**src/rtl/pixel_fetch_arbiter.sv**
```systemverilog
// Frame-buffer pixel fetcher: credit-limited raster reads into a small
// word FIFO, sharing the single SRAM port with drawing-engine writes.
module pixel_fetch_arbiter #(
  parameter int H_ACTIVE   = 640,
  parameter int V_ACTIVE   = 480,
  parameter int FIFO_DEPTH = 8,
  parameter int RD_LAT     = 2,
  parameter int ADDR_W     = 18
) (
  input  logic              Clk,
  input  logic              Reset,
  input  logic              FRAME_START,
  input  logic              PIXEL_REQ,
  output logic [7:0]        PIXEL_OUT,
  output logic              PIXEL_VALID,
  output logic              UNDERRUN,
  output logic [ADDR_W-1:0] MEM_ADDR,
  output logic              MEM_RD,
  output logic              MEM_WR,
  output logic [15:0]       MEM_WDATA,
  input  logic [15:0]       MEM_RDATA,
  input  logic              WR_REQ,
  input  logic [ADDR_W-1:0] WR_ADDR,
  input  logic [15:0]       WR_DATA,
  output logic              WR_GNT
);

  localparam int NWORDS = H_ACTIVE * V_ACTIVE / 2;
  localparam int PW     = $clog2(FIFO_DEPTH);
  localparam int LW     = $clog2(FIFO_DEPTH + RD_LAT + 2) + 1;
  localparam logic [ADDR_W-1:0] LAST = ADDR_W'(NWORDS - 1);
  localparam logic [LW-1:0]     HALF = LW'(FIFO_DEPTH / 2);
  localparam logic [LW-1:0]     FULL = LW'(FIFO_DEPTH);

  typedef enum logic [1:0] {IDLE, FETCH, DRAIN} state_t;

  state_t            state, state_nx;
  logic [ADDR_W-1:0] rd_addr;
  logic [RD_LAT-1:0] rd_pipe;
  logic [15:0]       fifo [FIFO_DEPTH];
  logic [PW-1:0]     wp, rp;
  logic [LW-1:0]     occ, inflight, level;
  logic              hi_sel;
  logic              do_rd, do_wr;
  logic              push, pop, avail;

  // Reads count as in flight from the strobe until their data lands.
  always_comb begin
    inflight = LW'(MEM_RD);
    for (int i = 0; i < RD_LAT; i++)
      inflight = inflight + LW'(rd_pipe[i]);
  end

  assign level = occ + inflight;
  assign avail = (occ != '0);
  assign push  = rd_pipe[RD_LAT-1] && !FRAME_START;
  assign pop   = PIXEL_REQ && !FRAME_START && avail && hi_sel;

  always_ff @(posedge Clk or posedge Reset) begin
    if (Reset) state <= IDLE;
    else       state <= state_nx;
  end

  always_comb begin
    state_nx = state;
    if (FRAME_START)
      state_nx = FETCH;
    else if (state == FETCH && do_rd && rd_addr == LAST)
      state_nx = DRAIN;
  end

  // Low watermark reads beat writes; writes never granted back to back.
  always_comb begin
    do_rd = 1'b0;
    do_wr = 1'b0;
    if (!FRAME_START) begin
      if (state == FETCH) begin
        if (level < HALF)              do_rd = 1'b1;
        else if (WR_REQ && !WR_GNT)    do_wr = 1'b1;
        else if (level < FULL)         do_rd = 1'b1;
      end else begin
        do_wr = WR_REQ && !WR_GNT;
      end
    end
  end

  always_ff @(posedge Clk or posedge Reset) begin
    if (Reset) begin
      MEM_RD    <= 1'b0;
      MEM_WR    <= 1'b0;
      WR_GNT    <= 1'b0;
      MEM_ADDR  <= '0;
      MEM_WDATA <= '0;
      rd_addr   <= '0;
      rd_pipe   <= '0;
    end else begin
      MEM_RD <= do_rd;
      MEM_WR <= do_wr;
      WR_GNT <= do_wr;
      if (do_rd) begin
        MEM_ADDR <= rd_addr;
      end else if (do_wr) begin
        MEM_ADDR  <= WR_ADDR;
        MEM_WDATA <= WR_DATA;
      end
      if (FRAME_START)  rd_addr <= '0;
      else if (do_rd)   rd_addr <= rd_addr + 1'b1;
      if (FRAME_START)  rd_pipe <= '0;
      else              rd_pipe <= RD_LAT'({rd_pipe, MEM_RD});
    end
  end

  always_ff @(posedge Clk) begin
    if (push) fifo[wp] <= MEM_RDATA;
  end

  always_ff @(posedge Clk or posedge Reset) begin
    if (Reset) begin
      wp          <= '0;
      rp          <= '0;
      occ         <= '0;
      hi_sel      <= 1'b0;
      PIXEL_OUT   <= '0;
      PIXEL_VALID <= 1'b0;
      UNDERRUN    <= 1'b0;
    end else if (FRAME_START) begin
      wp          <= '0;
      rp          <= '0;
      occ         <= '0;
      hi_sel      <= 1'b0;
      PIXEL_VALID <= 1'b0;
      UNDERRUN    <= 1'b0;
    end else begin
      if (push) wp <= wp + 1'b1;
      if (pop)  rp <= rp + 1'b1;
      if (push && !pop)      occ <= occ + 1'b1;
      else if (pop && !push) occ <= occ - 1'b1;
      PIXEL_VALID <= 1'b0;
      if (PIXEL_REQ) begin
        if (avail) begin
          PIXEL_OUT   <= hi_sel ? fifo[rp][15:8] : fifo[rp][7:0];
          PIXEL_VALID <= 1'b1;
          hi_sel      <= ~hi_sel;
        end else begin
          PIXEL_OUT <= 8'h00;
          UNDERRUN  <= 1'b1;
        end
      end
    end
  end

endmodule

```
**config.mk**
```make
export PLATFORM = sky130hd
export DESIGN_NAME = pixel_fetch_arbiter
export DESIGN_NICKNAME = d
export VERILOG_FILES = /design/src/rtl/pixel_fetch_arbiter.sv
export SDC_FILE = /design/constraint.sdc
export NUM_CORES = 1
export LEC_CHECK = 0
export ABC_CLOCK_PERIOD_IN_PS = 2900
export CAP_MARGIN = 10
export CORE_MARGIN = 4
export CORE_UTILIZATION = 52
export CTS_BUF_LIST = sky130_fd_sc_hd__clkbuf_4 sky130_fd_sc_hd__clkbuf_8
export DETAILED_ROUTE_END_ITERATION = 10
export GPL_TIMING_DRIVEN = 0
export PLACE_DENSITY = 0.78
export RECOVER_POWER = 50
export SYNTH_ARGS = -nofsm -noshare
export SYNTH_HDL_FRONTEND = slang
export SYNTH_SLANG_ARGS = --single-unit
```
**constraint.sdc**
```tcl
create_clock -name Clk -period 2.9 [get_ports Clk]
set_clock_uncertainty 0.05 [all_clocks]
set_input_delay 0.435 -clock Clk [delete_from_list [all_inputs] [get_ports Clk]]
set_output_delay 0.435 -clock Clk [all_outputs]
set_load 0.03 [all_outputs]
```
Word level (Yosys, flattened, before mapping)
Memories as Yosys holds them, arrays and structs flattened.
Index checks and enable logic that the tools add are counted.
{"block": "totals", "n_memories": 1, "word_cells": 93, "register_bits": 80, "inputBits": 55, "ramBits": 128, "output_inout_bits": 47}
{"block": "op_classes", "add_sub_neg": 8, "reduce_logical": 26, "eq_ne": 3, "magnitude_cmp": 2, "n_mux": 36, "n_bitwise": 3}
{"name": "fifo", "depth": 8, "width": 16, "rd": 1, "rd_ports_with_merged_regs": 0, "wr": 1, "line_no": "40", "source": "logic [15:0] fifo [FIFO_DEPTH];"}
{"operator": "18-bit two-way mux", "count": 4}
{"operator": "1-bit two-way mux", "count": 20}
{"operator": "18-bit by 1-bit adder with 18-bit output, second input constant", "count": 1}
{"operator": "18-bit == test, second input constant", "count": 1}
{"operator": "8-bit two-way mux", "count": 2}
{"operator": "5-bit two-way mux", "count": 3}
{"operator": "2-bit nonzero test", "count": 7}
{"operator": "3-bit two-way mux", "count": 4}
{"operator": "1-bit logical AND", "count": 9}
{"operator": "2-bit AND reduction", "count": 4}
{"operator": "3-bit by 1-bit adder with 3-bit output, second input constant", "count": 2}
{"operator": "2-bit two-way mux", "count": 3}
{"operator": "5-bit by 1-bit adder with 5-bit output, second input constant", "count": 1}
{"operator": "5-bit by 3-bit adder with 5-bit output", "count": 1}
{"operator": "5-bit by 3-bit < comparator with 1-bit output, second input constant", "count": 1}
{"operator": "5-bit by 4-bit < comparator with 1-bit output, second input constant", "count": 1}
{"operator": "5-bit nonzero test", "count": 1}
{"operator": "5-bit by 1-bit subtractor with 5-bit output, second input constant", "count": 1}
{"operator": "1-bit logical NOT", "count": 4}
{"operator": "2-bit by 1-bit adder with 3-bit output", "count": 1}
{"operator": "1-bit NOT", "count": 3}
{"operator": "3-bit nonzero test", "count": 1}
{"operator": "1-bit by 1-bit adder with 2-bit output", "count": 1}
{"operator": "2-bit by 1-bit == test with 1-bit output, second input constant", "count": 1}
{"operator": "2-bit inequality test, second input constant", "count": 1}

Depth between registers and ports, before layout
{"block": "logic_depth", "ltp_word": 13, "ltp_mapped": 10, "ltp_nobuf": 9}

Worst setup path after synthesis
OpenSTA, ideal clock, no wires.
{"block": "synth_path", "path_type": "reg2reg", "startpoint": "reg MEM_RD", "endpoint": "reg rd_addr[16]", "arrival_time_ns": 2.561, "path_buffers": 0, "setup_slack_ns": 0.165, "period_less_slack_ns": 2.735, "required_ns": 2.725, "stages_incl_launch_ff": 8, "path_cell_list": "dfrtp_1 > fa_1 > ha_1 > a31oi_4 > a221o_1 > nand3_1 > nor4_1 > mux2_2"}
{"block": "synth_between", "elab_chain_cells": 10, "word_cells_on_any_way": 11, "classes_between": "3 x add/sub; 2 x order compare; 5 x mux; 1 x reduce/logical"}
{"item": "from (decl)", "line_no": "18", "source": "output logic MEM_RD,"}
{"item": "from (signal assigned)", "line_no": "97", "source": "MEM_RD <= do_rd;"}
{"item": "1-bit by 1-bit adder with 2-bit output *", "line_no": "51", "source": "inflight = inflight + LW'(rd_pipe[i]);"}
{"item": "2-bit by 1-bit adder with 3-bit output *", "line_no": "51"}
{"item": "5-bit by 3-bit adder with 5-bit output *", "line_no": "54", "source": "assign level = occ + inflight;"}
{"item": "5-bit by 4-bit < comparator with 1-bit output", "line_no": "80", "source": "else if (level < FULL) do_rd = 1'b1;"}
{"item": "1-bit two-way mux", "line_no": "80"}
{"item": "1-bit two-way mux", "line_no": "79", "source": "else if (WR_REQ && !WR_GNT) do_wr = 1'b1;"}
{"item": "1-bit two-way mux *", "line_no": "78", "source": "if (level < HALF) do_rd = 1'b1;"}
{"item": "1-bit two-way mux *", "line_no": "77", "source": "if (state == FETCH) begin"}
{"item": "1-bit two-way mux *", "line_no": "76", "source": "if (!FRAME_START) begin"}
{"item": "2-bit nonzero test (no line) *"}
{"item": "to (signal assigned)", "line_no": "107", "source": "else if (do_rd) rd_addr <= rd_addr + 1'b1;"}
{"item": "to (decl)", "line_no": "38", "source": "logic [ADDR_W-1:0] rd_addr;"}
Mark *: on every way between the ends. The rest lies on a longest branch, timed or not.
A chain may end at the register's enable or synchronous reset.

Worst setup path in the final report
{"block": "layout_path", "startpoint": "reg occ[2]", "endpoint": "reg occ[4]"}
{"block": "layout_between", "elab_chain_cells": 7, "word_cells_on_any_way": 12, "classes_between": "2 x add/sub; 3 x mux; 7 x reduce/logical"}
{"item": "from (decl)", "line_no": "42", "source": "logic [LW-1:0] occ, inflight, level;"}
{"item": "from (signal assigned)", "line_no": "136", "source": "if (push && !pop) occ <= occ + 1'b1;"}
{"item": "from (signal assigned)", "line_no": "137", "source": "else if (pop && !push) occ <= occ - 1'b1;"}
{"item": "parallel branches: the longest is 7 deep, another holds 5-bit by 1-bit subtractor with 5-bit output"}
Parallel ways; which one is timed is not known. The select of a mux whose other input is x is not followed.

==> flow_summary_export.csv <==
group,metric,value,unit
critical_path,cp-startpoint,"occ[2]$_DFFE_PP0P_",
finish,finalNetCount,813,
routing,ant_nets,0,
power,share_comb_of_total_power,0.225,
clocking,clkTransAtPathRegs,60,ps
clocking,max-clock-path-buffers,3,
place,placed_area,10100,sq um
power,p_leak,4.12,nW
sta,tightest_slew,1860,ps
sta,maxSlewHeadroom,-0.241,
sta,slew_viol_final,75,
clocking,clock-root-buffer,"clkbuf_8",
critical_path,max_stage_delay,470,ps
finish,finish.utilization,0.676,
synthesis,netlist_area,8620,sq um
hold_path,hold_class,"in -> async",
critical_path,cp-end-kind,"flop",
clocking,cts_tree,"built",
place,port_buffers,101,
routing,dr.first_iter.drc_count,389,
sta,timing.final.crit_period,2790,ps
critical_path,worstPathCellList,"or3_1 > o2111ai_4 > nand2_2 > ha_1 > a21o_1 > a21oi_2 > nand3_1 > o31ai_1 > a311o_1",
sta,finalCritPeriodShare,0.962,
power,ir_drop,0.493,mV
routing,vias,5633,
die,fp.dieH,137,um
critical_path,reg2reg_slack,110,ps
critical_path,cp.depth,9,
global_route,grt_max_degree,75,
power,seqPwrFrac,0.446,
synthesis,synth_area_leaders,"edfxtp_1 (45%), dfrtp_1 (23%), mux4_2 (8.4%)",
die,fp-row-count,46,
routing,routed_wl,19.4,mm
power,p_int,5.69,mW
run_status,violations,"max-capacitance violations, max-slew violations",
synthesis,synth_edf_count,128,
critical_path,cp_max_fo,8,
sta,fmax,0.358,GHz
power,switching_share,0.296,
place,place_inst,922,
sta,hold_viol,0,
critical_path,cp.required,3300,ps
place,place_congestion,0.835,
die,dieArea,18700,sq um
critical_path,regToRegStartpoint,"occ[2]$_DFFE_PP0P_",
global_route,grt_pass1_vias,5884,
critical_path,reg2reg_depth,9,
sta,finalWorstSetupSlack,110,ps
sta,rsz0062_at_grt,"false",
place,place_ws,-236,ps
global_route,antenna_found_initial,1,
critical_path,crit_family,"compound AO/OA/AOI/OAI gates",
clocking,cts_inserted_buffers,35,
sta,finalSetupViolCount,0,
critical_path,crit_type,"reg -> reg",
finish,stdcell_count,991,
global_route,grt_use_total,0.213,
global_route,grt_overflow,0,
global_route,grt_pass1_wl,30.7,mm
synthesis,synth-seq-cells,208,
routing,drc_errors,0,
clocking,holdBufCountCts,0,
clocking,clock_latency,520,ps
sta,fin_hold_ws,265,ps
clocking,cts_num_sinks,208,
die,start_util,0.537,
routing,dr.pass1.iters,5,
routing,routedWlPerCell,19.5,um
clocking,h-tree-depth,2,
synthesis,synthesis.nets,659,
synthesis,syn_area_per_cell,14.5,sq um
power,power,8.09,mW
die,io_pins,102,
synthesis,yosysUniqueCellTypes,53,
critical_path,worstPathArrival,3190,ps
synthesis,yosysTopAreaCellShare,0.446,
finish,drive_gt1_frac,0.195,
run_status,status,"complete, but fails checks",
synthesis,synthFlopType,"edfxtp_1",
synthesis,ys_async_sr_fraction,0.385,
critical_path,path_buf_inv,0,
synthesis,synth_top_cell_by_area,"edfxtp_1",
die,core_area,16100,sq um
finish,syn_to_final_growth,25.9,%
synthesis,synth_cells,595,
run,drv_cap,1,
sta,fin_tns_setup,0,ps
critical_path,startpoint_type,"flop",
die,die_w,137,um
routing,viasPerCell,5.68,
synthesis,ys_seq_area_frac,0.678,
place,hpwl,13.4,mm
synthesis,yosys_warnings,0,
critical_path,crit_slowest_cell,"dfrtp_1",
critical_path,r2r-end,"occ[4]$_DFFE_PP0P_",
power,p_clk_frac,0.329,
finish,postLayoutCellArea,10800,sq um
power,netSwitchingPower,2.40,mW
finish,antenna_cells,0,
power,cellPowerDensity,745,nW/um^2
-- kinds of logic (layout without fill, tap and decap cells) --
group                    Yosys count  count (layout)  share of synthesized area
AO/OA/AOI/OAI                     79              79                     0.0694
XOR/XNOR                          13              13                     0.0132
multiplexers                      38              38                     0.0909
adder cells (fa/ha/maj)            9               9                     0.0148
buffers and inverters             38             218                     0.0192
flip-flops                       208             208                      0.678
AND/OR/NAND/NOR                  210             210                      0.114
-- power by group through the flow --
stage / combinational, mW / sequential (mW) / clock [mW]
floorplan: 0.650 / 4.06 / 0
global placement: 1.78 / 3.65 / 0
detailed placement: 1.83 / 3.66 / 0
CTS: 1.84 / 3.61 / 2.71
global route: 1.95 / 3.64 / 2.85
finish: 1.82 / 3.61 / 2.66
-- area by class of cell --
cell class              instances  area, sq um
flip-flops and latches        208         5850
multi-input cells             349         2650
plain buffers                  29          134
repair buffers                117         1170
fillers                      1109         5210
well taps                     216          270
inverters                       9         35.0
clock inverters                 5         31.3
clock buffers                  58          704
-- flip-flops by register name (all words and copies together), names as in the netlist --
register / flops
UNDERRUN: 1
MEM_ADDR: 18
fifo: 128
wp: 3
rd_addr: 18
rd_pipe: 2
state: 2
MEM_RD: 1
MEM_WDATA: 16
rp: 3
PIXEL_VALID: 1
PIXEL_OUT: 8
occ: 5
WR_GNT: 1
hi_sel: 1
-- synthesized netlist by cell type (2+ instances only) --
cell        n
ha_1        7
or3_1       6
o31ai_1     7
mux2_2      2
nand2b_1    7
mux2i_1     4
nor2_1     40
clkbuf_1   14
a221o_1    10
edfxtp_1  128
fa_1        2
nor3_1      6
nor2b_1     7
buf_2       9
a21o_1      3
and2_1      2
or4_1       3
dfrtp_1    80
a31o_2      2
a31oi_1     9
xor2_1      8
nand3_1    23
xnor2_1     5
mux4_2     32
a21oi_1    14
a22oi_1     4
o22ai_1     4
inv_1       7
and3_1     15
or2_2       2
inv_2       2
a22o_1      4
buf_4       3
buf_1       3
o21ai_0    12
nand4_1    10
nand2_1    83
-- worst reg2reg max path, cell delays in order, from the launching register on --
cell,delay (ps)
dfrtp_1,470
or3_1,460
o2111ai_4,320
nand2_2,140
ha_1,340
a21o_1,210
a21oi_2,220
nand3_1,110
o31ai_1,250
a311o_1,160
-- per-layer routing --
metal,GRT usage,up-vias,routed length [um]
met1,0.271,2823,7660
met2,0.370,212,9920
met3,0.0382,38,1370
li1,-,2558,-
met4,0.0739,2,399
met5,0,-,7
-- how the worst max path moves through the flow --
| stage | end | slack [ps] |
|---|---|---|
| 2_1_floorplan | rd_addr[16]$_DFFE_PP0P_ | 160 |
| 3_3_place_gp | fifo[4][6]$_DFFE_PP_ | -1270 |
| 3_5_place_dp | occ[4]$_DFFE_PP0P_ | -240 |
| 4_1_cts | occ[4]$_DFFE_PP0P_ | 5 |
| 5_1_grt | rd_addr[16]$_DFFE_PP0P_ | 6 |
| 6_report | occ[4]$_DFFE_PP0P_ | 110 |
-- what timing repair did --
| item | 4_1_cts | 5_1_grt |
|---|---|---|
| pin swaps | 2 | 2 |
| setup buffers | 1 | 5 |
| setup endpoints to repair | 6 | 34 |
| endpoints found under the hold margin | 0 | 0 |
| resized for setup | 2 | 6 |
-- placed cells by master (no fill, tap or decap), drive strengths merged, types with 10 or more instances in the layout --
| master | instances |
|---|---|
| a21oi | 14 |
| a221o | 10 |
| a31oi | 10 |
| and3 | 15 |
| buf | 27 |
| clkbuf | 76 |
| clkdlybuf4s50 | 70 |
| dfrtp | 80 |
| dlygate4sd3 | 31 |
| edfxtp | 128 |
| mux4 | 32 |
| nand2 | 83 |
| nand3 | 23 |
| nand4 | 10 |
| nor2 | 40 |
| o21ai | 13 |
No activity file was read; power rests on OpenSTA's default activity.
